--- src/rtl/cpu8_pkg.sv ---
// Shared types for the 8-bit datapath: widths, ALU opcodes,
// instruction field positions and the decode-to-execute bundle.
package cpu8_pkg;

   localparam int DATA_W   = 8;
   localparam int NUM_REGS = 4;
   localparam int REG_AW   = 2;

   localparam int OP_MSB  = 7;
   localparam int OP_LSB  = 6;
   localparam int RD_MSB  = 5;
   localparam int RD_LSB  = 4;
   localparam int RS2_MSB = 3;
   localparam int RS2_LSB = 2;
   localparam int IMM_MSB = 1;
   localparam int IMM_LSB = 0;

   typedef enum logic [1:0] {
      ALU_ADD = 2'b00,
      ALU_SUB = 2'b01,
      ALU_SLL = 2'b10,
      ALU_AND = 2'b11
   } alu_op_e;

   typedef struct packed {
      alu_op_e             op;
      logic [REG_AW-1:0]   rd;
      logic [1:0]          imm;
      logic [DATA_W-1:0]   d1;
      logic [DATA_W-1:0]   d2;
   } id_ex_t;

endpackage

--- src/rtl/regfile_4x8.sv ---
// 4 x 8-bit register file: two combinational read ports, one write port.
// Ports: ra1/ra2 -> rd1/rd2 reads; we/wa/wd write. WB_BYPASS_EN forwards wd.
module regfile_4x8
   import cpu8_pkg::*;
(
   input  logic              clk,
   input  logic              rst_n,
   input  logic [REG_AW-1:0] ra1,
   input  logic [REG_AW-1:0] ra2,
   output logic [DATA_W-1:0] rd1,
   output logic [DATA_W-1:0] rd2,
   input  logic              we,
   input  logic [REG_AW-1:0] wa,
   input  logic [DATA_W-1:0] wd
);

   logic [DATA_W-1:0] regs [NUM_REGS];

   always_ff @(posedge clk or negedge rst_n) begin
      if (!rst_n) begin
         for (int i = 0; i < NUM_REGS; i++) begin
            regs[i] <= '0;
         end
      end else if (we) begin
         regs[wa] <= wd;
      end
   end

   always_comb begin
      rd1 = regs[ra1];
      rd2 = regs[ra2];
`ifdef WB_BYPASS_EN
      // same-cycle writeback is visible to the reader
      if (we && (wa == ra1)) rd1 = wd;
      if (we && (wa == ra2)) rd2 = wd;
`endif
   end

endmodule

--- src/rtl/decode_stage.sv ---
// Decode + operand fetch with a per-register pending scoreboard.
// Ports: instr valid/ready in, ex_* slot valid/ready out, wb_* writeback in. Option: WB_BYPASS_EN.
module decode_stage
   import cpu8_pkg::*;
(
   input  logic              clk,
   input  logic              rst_n,
   input  logic              instr_valid,
   input  logic [7:0]        instr,
   output logic              instr_ready,
   output logic              ex_valid,
   input  logic              ex_ready,
   output logic [DATA_W-1:0] rs_data1,
   output logic [DATA_W-1:0] rs_data2,
   output logic [1:0]        immediate,
   output logic [1:0]        alu_op,
   output logic [REG_AW-1:0] ex_rd,
   input  logic              wb_en,
   input  logic [REG_AW-1:0] wb_addr,
   input  logic [DATA_W-1:0] wb_data
);

   logic [REG_AW-1:0]   f_rd;
   logic [REG_AW-1:0]   f_rs2;
   logic [1:0]          f_imm;
   alu_op_e             f_op;
   logic [DATA_W-1:0]   rd1;
   logic [DATA_W-1:0]   rd2;
   logic [NUM_REGS-1:0] pending;
   logic [NUM_REGS-1:0] pend_chk;
   logic [NUM_REGS-1:0] pending_n;
   logic                hazard;
   logic                accept;
   id_ex_t              slot;

   assign f_op  = alu_op_e'(instr[OP_MSB:OP_LSB]);
   assign f_rd  = instr[RD_MSB:RD_LSB];
   assign f_rs2 = instr[RS2_MSB:RS2_LSB];
   assign f_imm = instr[IMM_MSB:IMM_LSB];

   regfile_4x8 u_rf (
      .clk   (clk),
      .rst_n (rst_n),
      .ra1   (f_rd),
      .ra2   (f_rs2),
      .rd1   (rd1),
      .rd2   (rd2),
      .we    (wb_en),
      .wa    (wb_addr),
      .wd    (wb_data)
   );

   always_comb begin
      pend_chk = pending;
`ifdef WB_BYPASS_EN
      // the forwarded value resolves the dependency now
      if (wb_en) pend_chk[wb_addr] = 1'b0;
`endif
   end

   assign hazard      = pend_chk[f_rd] | pend_chk[f_rs2];
   assign instr_ready = (!ex_valid || ex_ready) && !hazard;
   assign accept      = instr_valid && instr_ready;

   // set after clear: a new owner of rd wins over a retiring one
   always_comb begin
      pending_n = pending;
      if (wb_en)  pending_n[wb_addr] = 1'b0;
      if (accept) pending_n[f_rd]    = 1'b1;
   end

   always_ff @(posedge clk or negedge rst_n) begin
      if (!rst_n) begin
         pending  <= '0;
         ex_valid <= 1'b0;
         slot     <= '0;
      end else begin
         pending <= pending_n;
         if (accept) begin
            ex_valid <= 1'b1;
            slot.op  <= f_op;
            slot.rd  <= f_rd;
            slot.imm <= f_imm;
            slot.d1  <= rd1;
            slot.d2  <= rd2;
         end else if (ex_ready) begin
            ex_valid <= 1'b0;
         end
      end
   end

   assign alu_op    = slot.op;
   assign ex_rd     = slot.rd;
   assign immediate = slot.imm;
   assign rs_data1  = slot.d1;
   assign rs_data2  = slot.d2;

endmodule

--- config.mk ---
export PLATFORM = sky130hd
export DESIGN_NAME = decode_stage
export DESIGN_NICKNAME = d
export VERILOG_FILES = /design/src/rtl/cpu8_pkg.sv /design/src/rtl/regfile_4x8.sv /design/src/rtl/decode_stage.sv
export SDC_FILE = /design/constraint.sdc
export NUM_CORES = 1
export LEC_CHECK = 0
export CAP_MARGIN = 10
export CORE_MARGIN = 4
export CORE_UTILIZATION = 35
export CTS_BUF_LIST = sky130_fd_sc_hd__clkbuf_16
export DETAILED_ROUTE_END_ITERATION = 12
export PLACE_DENSITY = 0.69
export SYNTH_ARGS = -nofsm -noshare
export SYNTH_HDL_FRONTEND = slang
export SYNTH_SLANG_ARGS = --single-unit
--- constraint.sdc ---
create_clock -name clk -period 3.7 [get_ports clk]
set_input_delay 0.925 -clock clk [delete_from_list [all_inputs] [get_ports clk]]
set_output_delay 0.925 -clock clk [all_outputs]
set_load 0.01 [all_outputs]
==> results of run 1 <==
[worst max-delay path, cell delays in order]
cell and delay [ps]:
clkdlybuf4s50_1 520, mux4_2 570, nor3_1 190, dlygate4sd2_1 290
[cell type report]
class | count | area (um2) | area share [%]
clock buffer | 9 | 225.2 | 6.342
clock inverter | 7 | 27.53 | 0.7752
inverter | 3 | 11.26 | 0.3171
multi-input combinational | 84 | 1160 | 32.66
sequential | 59 | 1476 | 41.58
tap | 99 | 123.9 | 3.488
timing repair buffer | 54 | 526.8 | 14.83
[per-stage QoR]
stage / hold WS [ps] / power (mW) / worst slack (ps) / instance area (um2)
after global placement: 485.1 / 1.831 / 13.80 / 3299
after detailed placement: 473.8 / 1.847 / -7.959 / 3299
after global routing: 520.6 / 2.654 / 229.9 / 3551
after floorplan: 476.8 / 1.429 / 910.7 / 2693
final: 500.0 / 2.515 / 286.8 / 3551
after CTS: 499.1 / 2.549 / 271.5 / 3551
[Yosys cell counts, drive strengths merged]
cell type and count:
clkbuf 3, nand3b 2, or2 1, mux2 54, nor3 1, inv 3, dfrtp 59, nor3b 1
buf 3, and2b 1, nor4b 1, nand3 1, a32o 4, mux4 18
[what timing repair did]
action                     CTS  global route
gates resized for setup      1             0
setup endpoints to repair    1             0
hold endpoints to repair     0             0
[how the worst max path moves through the flow]
stage	slack, ps	cells past startpoint	from	endpoint
floorplan	910	3	instr[2]	instr_ready
global placement	10	4	instr[4]	instr_ready
detailed placement	-8	4	instr[4]	instr_ready
CTS	270	4	instr[4]	instr_ready
global route	230	4	instr[4]	instr_ready
finish	290	4	instr[4]	instr_ready
[power groups by stage]
stage / Combinational [mW] / Sequential (mW) / Clock (mW)
global route: 0.887 / 1.02 / 0.745
floorplan: 0.400 / 1.03 / 0
CTS: 0.842 / 0.994 / 0.713
detailed placement: 0.845 / 1.00 / 0
finish: 0.828 / 0.992 / 0.694
global placement: 0.833 / 0.998 / 0
[cell families (layout without fill, tap and decap cells)]
family                 count (synthesis)  after routing
muxes                                 72             72
DFF                                   59             59
buffers and inverters                  9             73
and+or+nand+nor                        8              8
AOI/OAI and AO/OA                      4              4
[registers in the layout, summed over array words and instances, names as in the netlist]
name / cells
u_rf.regs: 32
rs_data1: 8
rs_data2: 8
pend_chk: 4
alu_op: 2
ex_rd: 2
immediate: 2
ex_valid: 1
[layer usage]
metal,routed length [um],global-route usage (%)
met1,2397,16.96
met2,2816,21.37
met3,253,3.987
met4,67,5.687
met5,0,0
==> impl_metrics.py, run 1 <==
metrics = {
    "grt": {
        "antenna_found_initial": 0,
        "grt-ovfl-total": 0,
        "grtUsageTotal_pct": 13.39,
        "grt_pass1_vias": 1695,
        "grt_max_degree": 43,
        "grt_pass1_wl_um": 8935,
    },
    "clocking": {
        "cts_setup_buffers": 0,
        "cts_buffer_depth": 2,
        "clock_latency_ps": 320,
        "cts_made_buffers": 9,
        "cts-root-buf": "clkbuf_16",
        "cts.sinks": 59,
        "cts-htree-levels": 3,
        "clk_pin_slew_ps": 50,
        "cts_tree": "done",
        "hold_buffers": 0,
    },
    "pwr": {
        "irDropWorstVdd_mv": 0.2441,
        "p_leak_nw": 1.475,
        "switchingPower_mw": 0.6714,
        "power.density_nw_per_um2": 708.2,
        "switching_share_pct": 26.70,
        "power_frac_seq_pct": 39.5,
        "intPower_mw": 1.843,
        "clockPowerShare_pct": 27.6,
        "combPwrFrac_pct": 32.9,
    },
    "timing": {
        "finalSetupTns_ps": 0,
        "layout_min_cycle_time_ps": 3413,
        "slew_viol_final": 0,
        "clock_skew_ps": 5.530,
        "slew_headroom_pct": 37.33,
        "fmax_ghz": 0.2930,
        "period_share_pct": 92.25,
        "hold_viol": 0,
        "finalSetupViolCount": 0,
        "rsz0062_at_grt": "no",
        "tightest_slew_ps": 940.0,
    },
    "hold_path": {
        "hold_path_class": "flop to flop",
        "whs_endpoint": "ex_rd[0]$_DFFE_PN0P_",
        "hold_depth": 1,
        "hold_start": "ex_rd[0]$_DFFE_PN0P_",
    },
    "synth": {
        "synthAdderAreaFrac_pct": 0,
        "synth.area.top_cells": "dfrtp_1 55%, mux2_2 22%, mux4_2 8.4%, mux4_1 7.8%, a32o_1 1.5%",
        "synth-xor-area-share_pct": 0,
        "synth-simple-area-share_pct": 2.835,
        "ys_types": 16,
        "synth-compound-area-share_pct": 1.487,
        "synth_seq_cells": 59,
        "synthCells": 152,
        "synth_top_area_share_pct": 54.83,
        "synth_area_leader_cell": "dfrtp_1",
        "synth_nets": 175,
        "synthesis.area_um2": 2693,
        "synth.mux.area_fraction_pct": 38.75,
        "synth_area_per_cell_um2": 17.71,
        "ys_warn_count": 0,
        "seq_area_frac_synth_pct": 54.83,
        "synth_top_family_by_area": "multiplexers",
    },
    "drt": {
        "wl_um": 5534,
        "firstDrtPassIters": 4,
        "num_vias": 1613,
        "wire_per_inst_um": 17.57,
        "drc": 0,
        "drt_iter0_markers": 60,
        "vias_per_cell": 5.121,
        "ant_nets": 0,
    },
    "layout": {
        "final_cell_mix": "59 x dfrtp_1, 53 x mux2_2, 44 x clkdlybuf4s50_1",
        "area_growth_pct": 31.88,
        "fin_nets": 234,
        "final_common_cell": "dfrtp_1",
        "finalNonFillerCells": 315,
        "final_core_util_pct": 48.18,
        "diodes": 0,
        "drive_gt1_share_pct": 39.81,
        "final.fill_count": 645,
    },
    "setup_path": {
        "cp-end-kind": "output pin",
        "cp.arrival_ps": 2490,
        "path_class": "input pin to output pin",
        "critPathMaxFanout": 2,
        "rr_endpoint": "rs_data2[5]$_DFFE_PN0P_",
        "rr_startpoint": "pend_chk[3]$_DFF_PN0_",
        "reg2reg_depth": 5,
        "crit_required_ps": 2770,
        "start_kind": "input pin",
        "rrSetupSlack_ps": 1660,
    },
    "placed_design": {
        "io_buffers": 46,
        "place_inst": 299,
        "dpl.hpwl_um": 3735,
        "gp_congestion": 0.7260,
    },
    "die": {
        "die-height_um": 95.71,
        "row_count": 31,
        "dieArea_um2": 9160,
        "die_width_um": 95.71,
        "core_um2": 7370,
        "start_util_pct": 36.54,
        "io_pins": 47,
    },
    "outcome": {
        "status": "complete, no violations",
    },
    "run": {
        "maxCapViolations": 0,
    },
}
No activity file was read; power rests on OpenSTA's default activity.
==> inputs of run 2 (changes only) <==
- CTS_BUF_LIST: sky130_fd_sc_hd__clkbuf_16 -> sky130_fd_sc_hd__clkbuf_4 sky130_fd_sc_hd__clkbuf_8
==> impl_metrics.py, run 2 (synthesized netlist as in run 1, its figures left out) <==
metrics = {
    "layout": {
        "largest_register_ffs": 32,
        "drive_gt1_share_pct": 42.59,
        "fin_nets": 234,
        "diodes": 0,
        "regMostFlops": "u_rf.regs",
        "final_cell_mix": "59 x dfrtp_1, 53 x mux2_2, 44 x clkdlybuf4s50_1",
        "final_common_cell": "dfrtp_1",
        "area_growth_pct": 29.88,
    },
    "clocking": {
        "clk_pin_slew_ps": 60,
        "cts_made_buffers": 9,
        "cts-htree-levels": 3,
        "cts.sinks": 59,
        "cts_tree": "done",
        "cts-root-buf": "clkbuf_8",
        "cts_buffer_depth": 2,
        "hold_buffers": 0,
        "clock_latency_ps": 330,
    },
    "die": {
        "row_count": 31,
        "io_pins": 47,
        "dieArea_um2": 9160,
        "core_um2": 7370,
        "die-height_um": 95.71,
        "die_width_um": 95.71,
        "start_util_pct": 36.54,
    },
    "setup_path": {
        "path_cells": "clkdlybuf4s50_1 > mux4_2 > nor3_1 > dlygate4sd2_1",
        "start_kind": "input pin",
        "crit_required_ps": 2770,
        "critPathMaxFanout": 2,
        "cp.arrival_ps": 2490,
        "path_class": "input pin to output pin",
        "crit_path_max_incr_delay_ps": 570,
        "cp_slowest_cell": "mux4_2",
        "worst-path-buf-inv": 2,
        "critPathTopFamily": "buffers and inverters",
        "cp-end-kind": "output pin",
    },
    "drt": {
        "vias_per_cell": 5.105,
        "ant_nets": 0,
        "wl_um": 5537,
        "drt_iter0_markers": 55,
        "firstDrtPassIters": 4,
        "wire_per_inst_um": 17.58,
        "num_vias": 1608,
        "drc": 0,
    },
    "timing": {
        "rsz0062_at_grt": "no",
        "setup_ws_ps": 285.6,
        "period_share_pct": 92.28,
        "slew_viol_final": 0,
        "hold_viol": 0,
        "tightest_slew_ps": 942.1,
        "finalSetupViolCount": 0,
        "clock_skew_ps": 6.253,
        "fmax_ghz": 0.2929,
        "layout_min_cycle_time_ps": 3414,
        "slew_headroom_pct": 37.20,
    },
    "grt": {
        "grt_pass1_wl_um": 8852,
        "grt_pass1_vias": 1666,
        "grt_max_degree": 43,
        "grt-ovfl-total": 0,
        "antenna_found_initial": 0,
        "grtUsageTotal_pct": 13.27,
    },
    "placed_design": {
        "gp_congestion": 0.7260,
        "dp_slack_ps": -7.959,
        "dpl.hpwl_um": 3735,
        "io_buffers": 46,
    },
    "hold_path": {
        "hold_path_class": "flop to flop",
    },
    "pwr": {
        "irDropWorstVdd_mv": 0.1788,
        "power.density_nw_per_um2": 681.5,
        "power.total_mw": 2.383,
        "p_leak_nw": 1.450,
    },
    "run": {
        "maxCapViolations": 0,
    },
    "outcome": {
        "status": "complete, no violations",
    },
}
-- run 2: layer usage --
metal / track usage [%] / up-vias / part of all wire [%]
met3: 2.815 / 9 / 3.3
met1: 16.70 / 853 / 44
li1: - / 717 / -
met5: 0 / - / 0
met4: 7.109 / 0 / 2.0
met2: 21.42 / 29 / 51
-- run 2: final timing paths --
check | start | to | slack (ps) | cells past startpoint
max in group asynchronous | rst_n | rs_data1[0]$_DFFE_PN0P_ | 2150 | 2
setup reg to reg | pend_chk[3]$_DFF_PN0_ | rs_data2[5]$_DFFE_PN0P_ | 1650 | 5
min in group asynchronous | rst_n | u_rf.regs[9]$_DFFE_PN0P_ | 740 | 1
setup / recovery | instr[4] | instr_ready | 290 | 4
hold reg to reg | ex_rd[0]$_DFFE_PN0P_ | ex_rd[0]$_DFFE_PN0P_ | 500 | 1
hold / removal | ex_rd[0]$_DFFE_PN0P_ | ex_rd[0]$_DFFE_PN0P_ | 500 | 1
-- run 2: final cells by class --
type	instances	area [um2]
clock buffer	15	193.9
clock inverter	1	5.005
fill	648	3872
inverter	3	11.26
multi-input combinational	84	1160
sequential	59	1476
tap	99	123.9
timing repair buffer	54	526.8
-- run 2: what timing repair did --
action / CTS / global route
endpoints found under the setup margin: 1 / 0
hold endpoints to repair: 0 / 0
setup buffers: 0 / 0
gates resized for setup: 1 / 0
-- run 2: metrics by stage --
step,util (%),hold WS [ps],TNS (ps),cells,area [um2]
2_1_floorplan,-,476.8,0,152,2693
3_3_place_gp,44.77,485.1,0,299,3299
3_5_place_dp,44.77,473.8,-7.959,299,3299
4_1_cts,47.45,502.4,0,315,3497
5_1_grt,47.45,523.5,0,315,3497
6_report,47.45,503.1,0,315,3497
-- run 2: power breakdown --
| group | switching [mW] | internal, mW |
|---|---|---|
| Combinational | 0.283 | 0.544 |
| Sequential | 0.130 | 0.862 |
| Clock | 0.234 | 0.331 |
==> inputs of run 3 (changes only) <==
- CAP_MARGIN: 10 -> 25
- CORE_MARGIN: 4 -> not set
- CORE_UTILIZATION: 35 -> 59
- PLACE_DENSITY: 0.69 -> 0.95
==> impl_metrics.py, run 3 (synthesized netlist as in run 1, its figures left out) <==
metrics = {
    "drt": {
        "vias_per_cell": 6.361,
        "firstDrtPassIters": 4,
        "wire_per_inst_um": 21.39,
        "wl_um": 5689,
        "num_vias": 1692,
        "ant_nets": 0,
        "drt_iter0_markers": 127,
        "drc": 0,
    },
    "clocking": {
        "cts-root-buf": "clkbuf_8",
        "clk_pin_slew_ps": 60,
        "cts_buffer_depth": 2,
        "cts_setup_buffers": 0,
        "clock_latency_ps": 330,
        "cts-htree-levels": 3,
        "cts.sinks": 59,
        "cts_made_buffers": 9,
        "cts_tree": "done",
    },
    "grt": {
        "grt_pass1_wl_um": 9784,
        "grt-ovfl-total": 0,
        "grtUsageTotal_pct": 27.75,
        "antenna_found_initial": 0,
        "grt_pass1_vias": 1873,
        "grt_max_degree": 39,
    },
    "placed_design": {
        "place_inst": 253,
        "gp_congestion": 0.7804,
        "dpl.hpwl_um": 4005,
        "io_buffers": 46,
    },
    "hold_path": {
        "hold_path_class": "flop to flop",
    },
    "die": {
        "row_count": 24,
        "die-height_um": 69.56,
        "die_width_um": 69.56,
        "io_pins": 47,
        "start_util_pct": 61.42,
        "core_um2": 4384,
        "dieArea_um2": 4838,
    },
    "setup_path": {
        "cp.arrival_ps": 2350,
        "path_class": "input pin to output pin",
        "crit_required_ps": 2770,
        "critPathMaxFanout": 2,
        "crit_path_max_incr_delay_ps": 560,
        "start_kind": "input pin",
        "cp-end-kind": "output pin",
        "path_cells": "clkdlybuf4s50_1 > mux4_2 > nor3_1 > dlymetal6s2s_1",
        "cp_slowest_cell": "mux4_2",
    },
    "timing": {
        "rsz0062_at_grt": "no",
        "clock_skew_ps": 4.300,
        "finalSetupViolCount": 0,
        "hold_viol": 0,
        "finalSetupTns_ps": 0,
        "slew_headroom_pct": 37.97,
        "layout_min_cycle_time_ps": 3276,
        "fmax_ghz": 0.3052,
        "tightest_slew_ps": 926.4,
        "slew_viol_final": 0,
        "period_share_pct": 88.55,
    },
    "pwr": {
        "irDropWorstVdd_mv": 0.4001,
        "p_leak_nw": 1.440,
        "power.density_nw_per_um2": 689.0,
    },
    "layout": {
        "area_growth_pct": 26.21,
        "fin_nets": 235,
        "largest_register_ffs": 32,
        "final_common_cell": "dfrtp_1",
        "drive_gt1_share_pct": 42.06,
        "regMostFlops": "u_rf.regs",
        "diodes": 0,
        "finalNonFillerCells": 266,
        "final_cell_mix": "59 x dfrtp_1, 53 x mux2_2, 44 x clkdlybuf4s50_1",
    },
    "run": {
        "maxCapViolations": 0,
    },
    "outcome": {
        "status": "complete, no violations",
    },
}
==> run 3: path summary, 6_finish.rpt <==
path                                               from  cells past startpoint                       to  slack, ps
worst max register to register    pend_chk[3]$_DFF_PN0_                      5  rs_data1[3]$_DFFE_PN0P_       1620
worst min register to register  rs_data1[5]$_DFFE_PN0P_                      1  rs_data1[5]$_DFFE_PN0P_        480
worst min-delay path            rs_data1[5]$_DFFE_PN0P_                      1  rs_data1[5]$_DFFE_PN0P_        480
worst max-delay path                           instr[2]                      4              instr_ready        420
min in group asynchronous                         rst_n                      1  rs_data1[1]$_DFFE_PN0P_        680
max in group asynchronous                         rst_n                      2    pend_chk[2]$_DFF_PN0_       2210
==> run 3: power by group <==
part | internal, mW | switching, mW | total [mW]
Sequential | 0.862 | 0.136 | 0.998
Combinational | 0.549 | 0.297 | 0.846
Clock | 0.273 | 0.225 | 0.498
Total | 1.68 | 0.658 | 2.34
==> run 3: final cells by class <==
type	instances	area, um2
Fill cell	251	985.9
Timing Repair Buffer	55	525.5
Tap cell	52	65.06
Sequential cell	59	1476
Inverter	3	11.26
Clock buffer	13	160.2
Multi-Input combinational cell	84	1160
==> run 3: per-stage QoR <==
| step | setup WS [ps] | cell area [um2] | power [mW] | util, % | hold WS, ps |
|---|---|---|---|---|---|
| 4_1_cts | 25.83 | 3396 | 2.354 | 77.45 | 486.7 |
| 2_1_floorplan | 910.7 | 2693 | 1.429 | - | 476.8 |
| 6_report | 423.6 | 3398 | 2.342 | 77.51 | 480.2 |
| 5_1_grt | 353.0 | 3398 | 2.467 | 77.51 | 530.3 |
| 3_3_place_gp | 56.82 | 3236 | 1.794 | 73.80 | 473.9 |
| 3_5_place_dp | 36.42 | 3236 | 1.863 | 73.80 | 473.7 |
==> run 3: timing repair <==
item                                    CTS  global route
hold buffers                              0             0
resized for setup                         0             1
endpoints found under the setup margin    0             1
hold endpoints to repair                  0             0
==> run 3: per-layer routing <==
metal  vias to the layer above  global-route usage (%)  share of wire (%)
li1                        718                       -                  -
met3                         9                   6.105                4.9
met2                        60                   49.30                 57
met1                       905                   32.53                 37
met5                         -                       0                  0
met4                         0                   11.56                1.3
==> run 3: critical path: cells and delay by family <==
kind | cells | cell delay (ps)
muxes | 1 | 560
and+or+nand+nor | 1 | 150
buffers and inverters | 2 | 720
==> RTL edit, RTL diff (settings of run 1) <==
Build with the macro `WB_BYPASS_EN` defined.
--- a/src/rtl/regfile_4x8.sv
+++ b/src/rtl/regfile_4x8.sv
@@ -1,4 +1,6 @@
 // 4 x 8-bit register file: two combinational read ports, one write port.
 // Ports: ra1/ra2 -> rd1/rd2 reads; we/wa/wd write. WB_BYPASS_EN forwards wd.
+`define WB_BYPASS_EN
+
 module regfile_4x8
    import cpu8_pkg::*;
Function: changed (a bounded check fails within 4 cycles, from zero or initial values and one cycle with rst_n low).
==> RTL edit against run 1 <==
- register-to-register slack better by 0.24 ns
- sequential cell count unchanged
- power up 5.7%
- routed wire length up 20%
- largest cell class is now multi-input gates
- synthesized area up 15%
- count of clock-buffer cells in the layout unchanged
- design area up 13%
- sequential share of layout area down 4.7 points
- clock skew up 0.0020 ns
- combinational power up 12%
- non-clock buffer count up 11
- final cell count up 17%
- worst setup slack better by 0.16 ns
==> RTL edit: results (changes against run 1) <==
CP max-delay cell=clkdlybuf4s50_1; pre-CTS WS=0.05849 ns (+0.06645 ns); status=finished, final reports clean; HPWL after detailed placement=4.530 mm (+21%); DP Cell Count=351 (+17%); Hold EP=rs_data2[6]; CP arrival=2.32 ns (-0.17 ns); normalized max-slew margin=50.68% (+13 points); Worst R2R End=rs_data2[4]; Non-Filler Instances=367 (+17%); most frequent cells after synthesis=59 x dfrtp_1, 53 x mux2_2, 17 x mux2_4; nets@finish=277 (+18%); distinct cell type count after synthesis=31 (+15); Synthesized Nets=214 (+22%); Via density=5.207 (+1.7%); Placed Area=3724 µm² (+13%); Post-Synth XOR/XNOR Area=1.129% (+1.1 points); layout cells sized above 1=50.19% (+10 points); largest net degree at the start of global routing=34 (-21%); Mean Syn Cell Area=16.25 µm² (-8.3%); Hold Startpoint=rs_data2[6]; sequential share of the synthesized area=47.58% (-7.3 points); Leakage=0.001660 µW (+13%); Setup Skew=0.007566 ns (+0.002036 ns); DR iter-0 viols=77 (+28%); Routed WL per cell=18.12 µm (+3.2%)
-- RTL edit: routing by layer --
| layer | track usage (%) | part of all wire [%] | vias up |
|---|---|---|---|
| met1 | 18.81 | 46 | 1004 |
| met5 | 0 | 0 | - |
| met2 | 21.94 | 48 | 48 |
| met3 | 3.823 | 4.8 | 6 |
| li1 | - | - | 853 |
| met4 | 4.844 | 1.1 | 0 |
-- RTL edit: power by group through the flow --
stage / Sequential, µW / Clock (µW) / Combinational, µW
2_1_floorplan: 1030 / 0 / 510
3_3_place_gp: 983 / 0 / 930
3_5_place_dp: 993 / 0 / 937
4_1_cts: 986 / 764 / 942
5_1_grt: 1010 / 798 / 1000
6_report: 982 / 750 / 924
-- RTL edit: cell type report --
class,instances,area (µm²)
inverter,1,3.754
clock inverter,7,45.04
timing repair buffer,65,603.1
fill,778,4679
clock buffer,9,225.2
multi-input combinational,118,1510
sequential,59,1476
tap,108,135.1
-- RTL edit: logic make-up (layout without fill, tap and decap cells) --
| group | count (synthesis) | after routing |
|---|---|---|
| AO/OA/AOI/OAI | 12 | 12 |
| AND/OR/NAND/NOR | 16 | 16 |
| flip-flops | 59 | 59 |
| multiplexers | 86 | 86 |
| buffers and inverters | 14 | 82 |
| XOR/XNOR | 4 | 4 |
-- RTL edit: how the worst max path moves through the flow --
stage | start | end | slack (ns) | cells past startpoint
after floorplan | wb_addr[0] | instr_ready | 0.89 | 5
after global placement | wb_addr[1] | instr_ready | 0.09 | 6
after detailed placement | wb_addr[1] | instr_ready | 0.06 | 6
after CTS | wb_addr[1] | instr_ready | 0.05 | 6
after global routing | wb_addr[1] | instr_ready | 0.34 | 6
final | wb_addr[1] | instr_ready | 0.45 | 6
